[config.mk]
export PLATFORM = sky130hd
export DESIGN_NAME = fetch_unit
export DESIGN_NICKNAME = d
export VERILOG_FILES = /design/src/rtl/fetch_unit.sv
export SDC_FILE = /design/constraint.sdc
export NUM_CORES = 1
export LEC_CHECK = 0
export CAP_MARGIN = 5
export CORE_ASPECT_RATIO = 1.5
export CORE_MARGIN = 4
export CORE_UTILIZATION = 55
export CTS_BUF_LIST = sky130_fd_sc_hd__clkbuf_2 sky130_fd_sc_hd__clkbuf_4 sky130_fd_sc_hd__clkbuf_8
export CTS_CLUSTER_DIAMETER = 200
export DETAILED_ROUTE_END_ITERATION = 8
export HOLD_SLACK_MARGIN = 0.02
export PLACE_DENSITY = 0.95
export SLEW_MARGIN = 10
export SYNTH_ARGS = -nofsm -noshare
export SYNTH_HDL_FRONTEND = slang
export SYNTH_SLANG_ARGS = --single-unit
[constraint.sdc]
create_clock -name clka -period 3.45 [get_ports clka]
set_input_delay 0.69 -clock clka [delete_from_list [all_inputs] [get_ports clka]]
set_output_delay 0.69 -clock clka [all_outputs]
set_load 0.01 [all_outputs]
[src/rtl/fetch_unit.sv]
// Instruction fetch front end: walks a program of PROG_LEN words out of a
// synchronous ROM and hands them to decode over a valid/ready register with a one-entry skid buffer.
module fetch_unit #(
    parameter int PROG_LEN = 12
) (
    input  logic        clka,
    input  logic        rst,
    input  logic        start,
    output logic [5:0]  rom_addr,
    input  logic [31:0] rom_data,
    input  logic        br_valid,
    input  logic [5:0]  br_target,
    output logic [31:0] ir,
    output logic [5:0]  ir_pc,
    output logic        ir_valid,
    input  logic        ir_ready,
    output logic        halted
);

    localparam logic [1:0] ST_IDLE = 2'd0;
    localparam logic [1:0] ST_RUN  = 2'd1;
    localparam logic [1:0] ST_HALT = 2'd2;
    localparam logic [5:0] PROG_END = 6'(PROG_LEN);

    logic [1:0]  state_reg,      state_next;
    logic [5:0]  pc_reg,         pc_next;
    logic        pend_reg,       pend_next;
    logic [5:0]  pend_pc_reg,    pend_pc_next;
    logic        skid_valid_reg, skid_valid_next;
    logic [31:0] skid_data_reg,  skid_data_next;
    logic [5:0]  skid_pc_reg,    skid_pc_next;
    logic [31:0] ir_reg,         ir_next;
    logic [5:0]  ir_pc_reg,      ir_pc_next;
    logic        ir_valid_reg,   ir_valid_next;

    logic        out_free;
    logic        issue;

    assign out_free = !ir_valid_reg || ir_ready;

    // Never issue when the data it would return has nowhere to go.
    assign issue = (state_reg == ST_RUN) && !br_valid && !skid_valid_reg
                 && !(ir_valid_reg && !ir_ready && pend_reg)
                 && (pc_reg < PROG_END);

    always_comb begin
        state_next      = state_reg;
        pc_next         = pc_reg;
        pend_next       = 1'b0;
        pend_pc_next    = pend_pc_reg;
        skid_valid_next = skid_valid_reg;
        skid_data_next  = skid_data_reg;
        skid_pc_next    = skid_pc_reg;
        ir_next         = ir_reg;
        ir_pc_next      = ir_pc_reg;
        ir_valid_next   = ir_valid_reg;

        if (br_valid) begin
            // Redirect flushes everything in flight, including this cycle's ROM word.
            pc_next         = br_target;
            skid_valid_next = 1'b0;
            ir_valid_next   = 1'b0;
            state_next      = (br_target < PROG_END) ? ST_RUN : ST_HALT;
        end else begin
            case (state_reg)
                ST_IDLE: if (start) state_next = ST_RUN;
                ST_RUN:  if (pc_reg >= PROG_END) state_next = ST_HALT;
                default: state_next = state_reg;
            endcase

            if (issue) begin
                pc_next      = pc_reg + 6'd1;
                pend_next    = 1'b1;
                pend_pc_next = pc_reg;
            end

            if (out_free) begin
                if (skid_valid_reg) begin
                    ir_next         = skid_data_reg;
                    ir_pc_next      = skid_pc_reg;
                    ir_valid_next   = 1'b1;
                    skid_valid_next = 1'b0;
                end else if (pend_reg) begin
                    ir_next       = rom_data;
                    ir_pc_next    = pend_pc_reg;
                    ir_valid_next = 1'b1;
                end else begin
                    ir_valid_next = 1'b0;
                end
            end else if (pend_reg) begin
                skid_data_next  = rom_data;
                skid_pc_next    = pend_pc_reg;
                skid_valid_next = 1'b1;
            end
        end
    end

    always_ff @(posedge clka) begin
        if (rst) begin
            state_reg      <= ST_IDLE;
            pc_reg         <= 6'd0;
            pend_reg       <= 1'b0;
            pend_pc_reg    <= 6'd0;
            skid_valid_reg <= 1'b0;
            skid_data_reg  <= 32'd0;
            skid_pc_reg    <= 6'd0;
            ir_reg         <= 32'd0;
            ir_pc_reg      <= 6'd0;
            ir_valid_reg   <= 1'b0;
        end else begin
            state_reg      <= state_next;
            pc_reg         <= pc_next;
            pend_reg       <= pend_next;
            pend_pc_reg    <= pend_pc_next;
            skid_valid_reg <= skid_valid_next;
            skid_data_reg  <= skid_data_next;
            skid_pc_reg    <= skid_pc_next;
            ir_reg         <= ir_next;
            ir_pc_reg      <= ir_pc_next;
            ir_valid_reg   <= ir_valid_next;
        end
    end

    assign rom_addr = pc_reg;
    assign ir       = ir_reg;
    assign ir_pc    = ir_pc_reg;
    assign ir_valid = ir_valid_reg;
    assign halted   = (state_reg == ST_HALT) && !pend_reg && !skid_valid_reg && !ir_valid_reg;

endmodule

; Word-level counts from Yosys, hierarchy flattened
; Cells that the tools add are included.
[totals]
ff_bits = 93
output_inout_bits = 46
[classes]
addsub = 1
order_cmp = 3
eq_ne = 4
mux = 14
bitwise = 2
reduce_logical = 26
[ops]
columns = cell, n
row1 = 2-to-1 mux 32 bit, 2
row2 = 2-to-1 mux 6 bit, 4
row3 = less-than comparator 6 x 4 -> 1 bit (second input constant), 2
row4 = logical AND 1 bit, 9
row5 = AND reduction 3 bit, 3
row6 = 2-to-1 mux 2 bit, 4
row7 = adder 6 x 1 -> 6 bit (second input constant), 1
row8 = >= comparator 6 x 4 -> 1 bit (second input constant), 1
row9 = zero test 1 bit, 6
row10 = case mux 2 bit (2 select lines), 1
row11 = nonzero test 2 bit, 2
row12 = 2-to-1 mux 1 bit, 3
row13 = != test 3 x 2 -> 1 bit (second input constant), 1
row14 = != test 3 bit (second input constant), 1
row15 = nonzero test 3 bit, 1
row16 = OR reduction 3 bit, 1
row17 = equality test 2 x 1 -> 1 bit (second input constant), 1
row18 = equality test 2 bit (second input constant), 1
row19 = zero test 2 bit, 1
row20 = inverter 1 bit, 2
row21 = AND reduction 2 bit, 1
row22 = OR reduction 2 bit, 1
row23 = logical OR 1 bit, 1

; Longest topological paths before layout
[logic_depth]
depth_word = 8
ltp_mapped = 7
depth_no_buf = 4

; Least setup slack after synthesis
; Ideal clock, no wire load.
[synth_path]
kind = input-to-reg
from = in rst
to = reg skid_data_reg[10]
setup_time_ns = 0.132
t_arrival_ns = 1.521
required_ns = 3.318
setup_slack_ns = 1.797
path_stages = 4
path_buffers = 3
path_cell_list = clkbuf_1 > clkbuf_1 > clkbuf_1 > a21oi_1
[synth_rtl]
columns = element, line
row1 = "start, declared", 7  ; input logic rst,
row2 = "end signal, assigned", 116  ; skid_data_reg <= skid_data_next;
row3 = "end, declared", 30  ; logic [31:0] skid_data_reg, skid_data_next;
; No word-level cell between the ends.

; Final worst setup path
[layout_path]
from = in br_valid
to = reg skid_data_reg[27]
[layout_via]
elab_chain_cells = 2
[layout_rtl]
columns = element, line
row1 = "start, declared", 11  ; input logic br_valid,
row2 = inverter 1 bit (no line), -
row3 = AND reduction 3 bit (no line), -
; Every way passes these cells.
; A chain may end at the register's enable or synchronous reset.

==> impl_metrics.yaml <==
grt:
  antenna_found_initial: 0
  grt.overflow.total: 0
  grt_pass1_wl_mm: 13.76
  grt_start_max_net_pins: 57
  grt_pass1_vias: 3034
  grt_use_total_pct: 21.48
die:
  core_um2: 6576
  num_rows: 36
  die_h_um: 109.2
  initial_utilization_pct: 57.10
  die_x_um: 75.47
  ios: 89
  dieArea_um2: 8240
synthesis:
  synthCells: 410
  synth_mux_area_share_pct: 12.00
  synthAdderAreaFrac_pct: 0.6664
  synth.net_count: 455
  seq_area_frac_synth_pct: 49.58
  synth-simple-area-share_pct: 15.89
  ys_warn_count: 0
  synth_xor_area_share_pct: 0.4665
  synth_top_area_share_pct: 49.58
  avgSynthCellArea_um2: 9.158
  ys_ff_latch: 93
  synth_area_leader_cell: "dfxtp_1"
  synth_area_leaders: "dfxtp_1 50%, mux2i_1 12%, nand2_1 7.7%"
  synth_top_family_by_area: "compound AO/OA/AOI/OAI gates"
  synth_compound_area_share_pct: 16.66
  netlist_area_um2: 3755
  ys_types: 31
setup_path:
  cp.required_ns: 3.72
  r2r_end: "rom_addr[0]$_SDFFE_PP0P_"
  worstRegToRegCells: 5
  worst-setup-path-type: "in2reg"
  endpoint_kind: "flop"
  rr_startpoint: "skid_valid_reg$_SDFFE_PP0P_"
  critPathArrivalTime_ns: 2.75
  startpoint: "br_valid"
  r2r_slack_ns: 1.64
  worst-path-max-fanout: 38
  startpoint_type: "primary input"
cts:
  clk_pin_slew_ns: 0.09
  cts_resized: 0
  cts_setup_buffers: 0
  htree_levels: 3
  numCtsBuffers: 9
  cts_tree: "done"
  clkLatencyLatePin_ns: 0.36
  cts_sinks: 93
  hold_buffers: 0
  clock-root-buffer: "clkbuf_8"
  clockBufferDepth: 2
finish:
  area_growth_pct: 29.56
  multi_input_area_um2: 1724
  layout_commonest_cell: "dfxtp_1"
  final_cell_mix: "92 x dfxtp_1, 87 x clkdlybuf4s50_1, 77 x nand2_1"
  postLayoutCellArea_um2: 4865
  fill_cells: 457
  finalNetCount: 528
  drive_gt1_share_pct: 8.197
  antennaDiodeCount: 0
  register_area_um2: 1863
min_path:
  worst_hold_startpoint: "skid_data_reg[21]$_SDFFE_PP0P_"
  min_path_cells: 2
  worstHoldPathType: "reg2reg"
  whs_endpoint: "skid_data_reg[21]$_SDFFE_PP0P_"
sta:
  grt_setup_unrepaired: "false"
  fin_skew_ns: 0.01600
  maxSlewHeadroom_pct: 50.28
  final.setup.tns_ns: 0
  finalCritPeriodShare_pct: 71.73
  slew_violations: 0
  finalCriticalPeriod_ns: 2.475
  fmax_ghz: 0.4041
  finalHoldViolCount: 0
  finalSetupViolCount: 0
  max_slew.worst_pin.slew_ns: 0.7458
  fin_hold_ws_ns: 0.4575
placement:
  io_buffers: 88
  dpl-instance-area_um2: 4618
  dpl.hpwl_mm: 5.676
  place.gp.congestion: 0.8443
route:
  drt_iter0_markers: 214
  dr.pass1.iters: 5
  drt-vias-per-instance: 5.559
  wirelength_mm: 8.533
  wire_per_inst_um: 15.13
  vias: 3135
  antenna_left: 0
  drcViolationCount: 0
outcome:
  outcome: "finished clean"
flow_run:
  cap_violations: 0
pwr:
  vdd_drop_max_uv: 296.1
  power_density_nw_per_um2: 435.9
  p_leak_nw: 1.584
  finalPower_mw: 2.120
==> where the power goes <==
group | switching (mW) | total, mW | internal, mW | leakage [nW]
registers | 0.0119 | 1.10 | 1.08 | 0.752
logic | 0.0703 | 0.155 | 0.0847 | 0.711
clock network | 0.383 | 0.869 | 0.486 | 0.121
==> final cells by class <==
cell class / count / area share (%)
clock buffers: 9 / 2.546
clock inverters: 7 / 2.521
inverters: 4 / 0.3086
multi-input cells: 281 / 35.44
flip-flops and latches: 93 / 38.30
well taps: 76 / 1.955
repair buffers: 94 / 18.93
==> critical path, cell delays in order <==
cell	delay [ns]
clkdlybuf4s50_1	0.82
clkinv_1	0.40
nand2b_1	0.17
buf_4	0.37
nand2_1	0.10
a21oi_1	0.19
==> worst max path at each step <==
stage	end	slack (ns)
global route	skid_data_reg[27]$_SDFFE_PP0P_	0.83
finish	skid_data_reg[27]$_SDFFE_PP0P_	0.98
detailed placement	skid_pc_reg[1]$_SDFFE_PP0P_	0.67
floorplan	skid_data_reg[10]$_SDFFE_PP0P_	1.80
CTS	skid_data_reg[27]$_SDFFE_PP0P_	1.03
global placement	skid_data_reg[11]$_SDFFE_PP0P_	0.81
==> synthesized netlist by cell type <==
library cell and n:
mux2i_1 45, nor3b_1 1, nor4_1 1, clkbuf_4 1, xnor2_1 2, a21oi_1 39, nand4_2 1, and3_1 3
nand2b_1 2, nand3b_1 1, dfxtp_1 93, o211a_1 1, nand4_1 1, nor2b_1 1, nor3_1 1, o311a_1 1
nor3b_2 2, clkbuf_1 12, nor2_2 1, nand2_1 77, nor2_1 49, a211oi_1 32, clkinv_1 1, inv_1 3
nand3_1 2, o21ai_0 2, buf_4 6, o21a_1 3, buf_2 13, ha_1 2, a211oi_2 11
==> logic make-up after synthesis <==
group	after synthesis
AO/OA/AOI/OAI	89
XOR/XNOR	2
adder cells (fa/ha/maj)	2
buffers and inverters	36
flip-flops	93
multiplexers	45
AND/OR/NAND/NOR	143
==> metal layers <==
| metal | part of all wire, % | track usage [%] | vias up |
|---|---|---|---|
| met5 | 0 | 0 | - |
| met1 | 41 | 25.14 | 1491 |
| met4 | 1.7 | 8.000 | 0 |
| met2 | 53 | 37.70 | 79 |
| met3 | 4.3 | 4.244 | 12 |
| li1 | - | - | 1553 |
==> metrics by stage <==
| step | setup WS (ns) | std cells | utilization [%] |
|---|---|---|---|
| after floorplan | 1.797 | 410 | - |
| after global placement | 0.8071 | 548 | 70.22 |
| after detailed placement | 0.6725 | 548 | 70.22 |
| after CTS | 1.029 | 564 | 73.97 |
| after global routing | 0.8282 | 564 | 73.97 |
| final | 0.9754 | 564 | 73.97 |
Power figures use the tool's default switching activity.
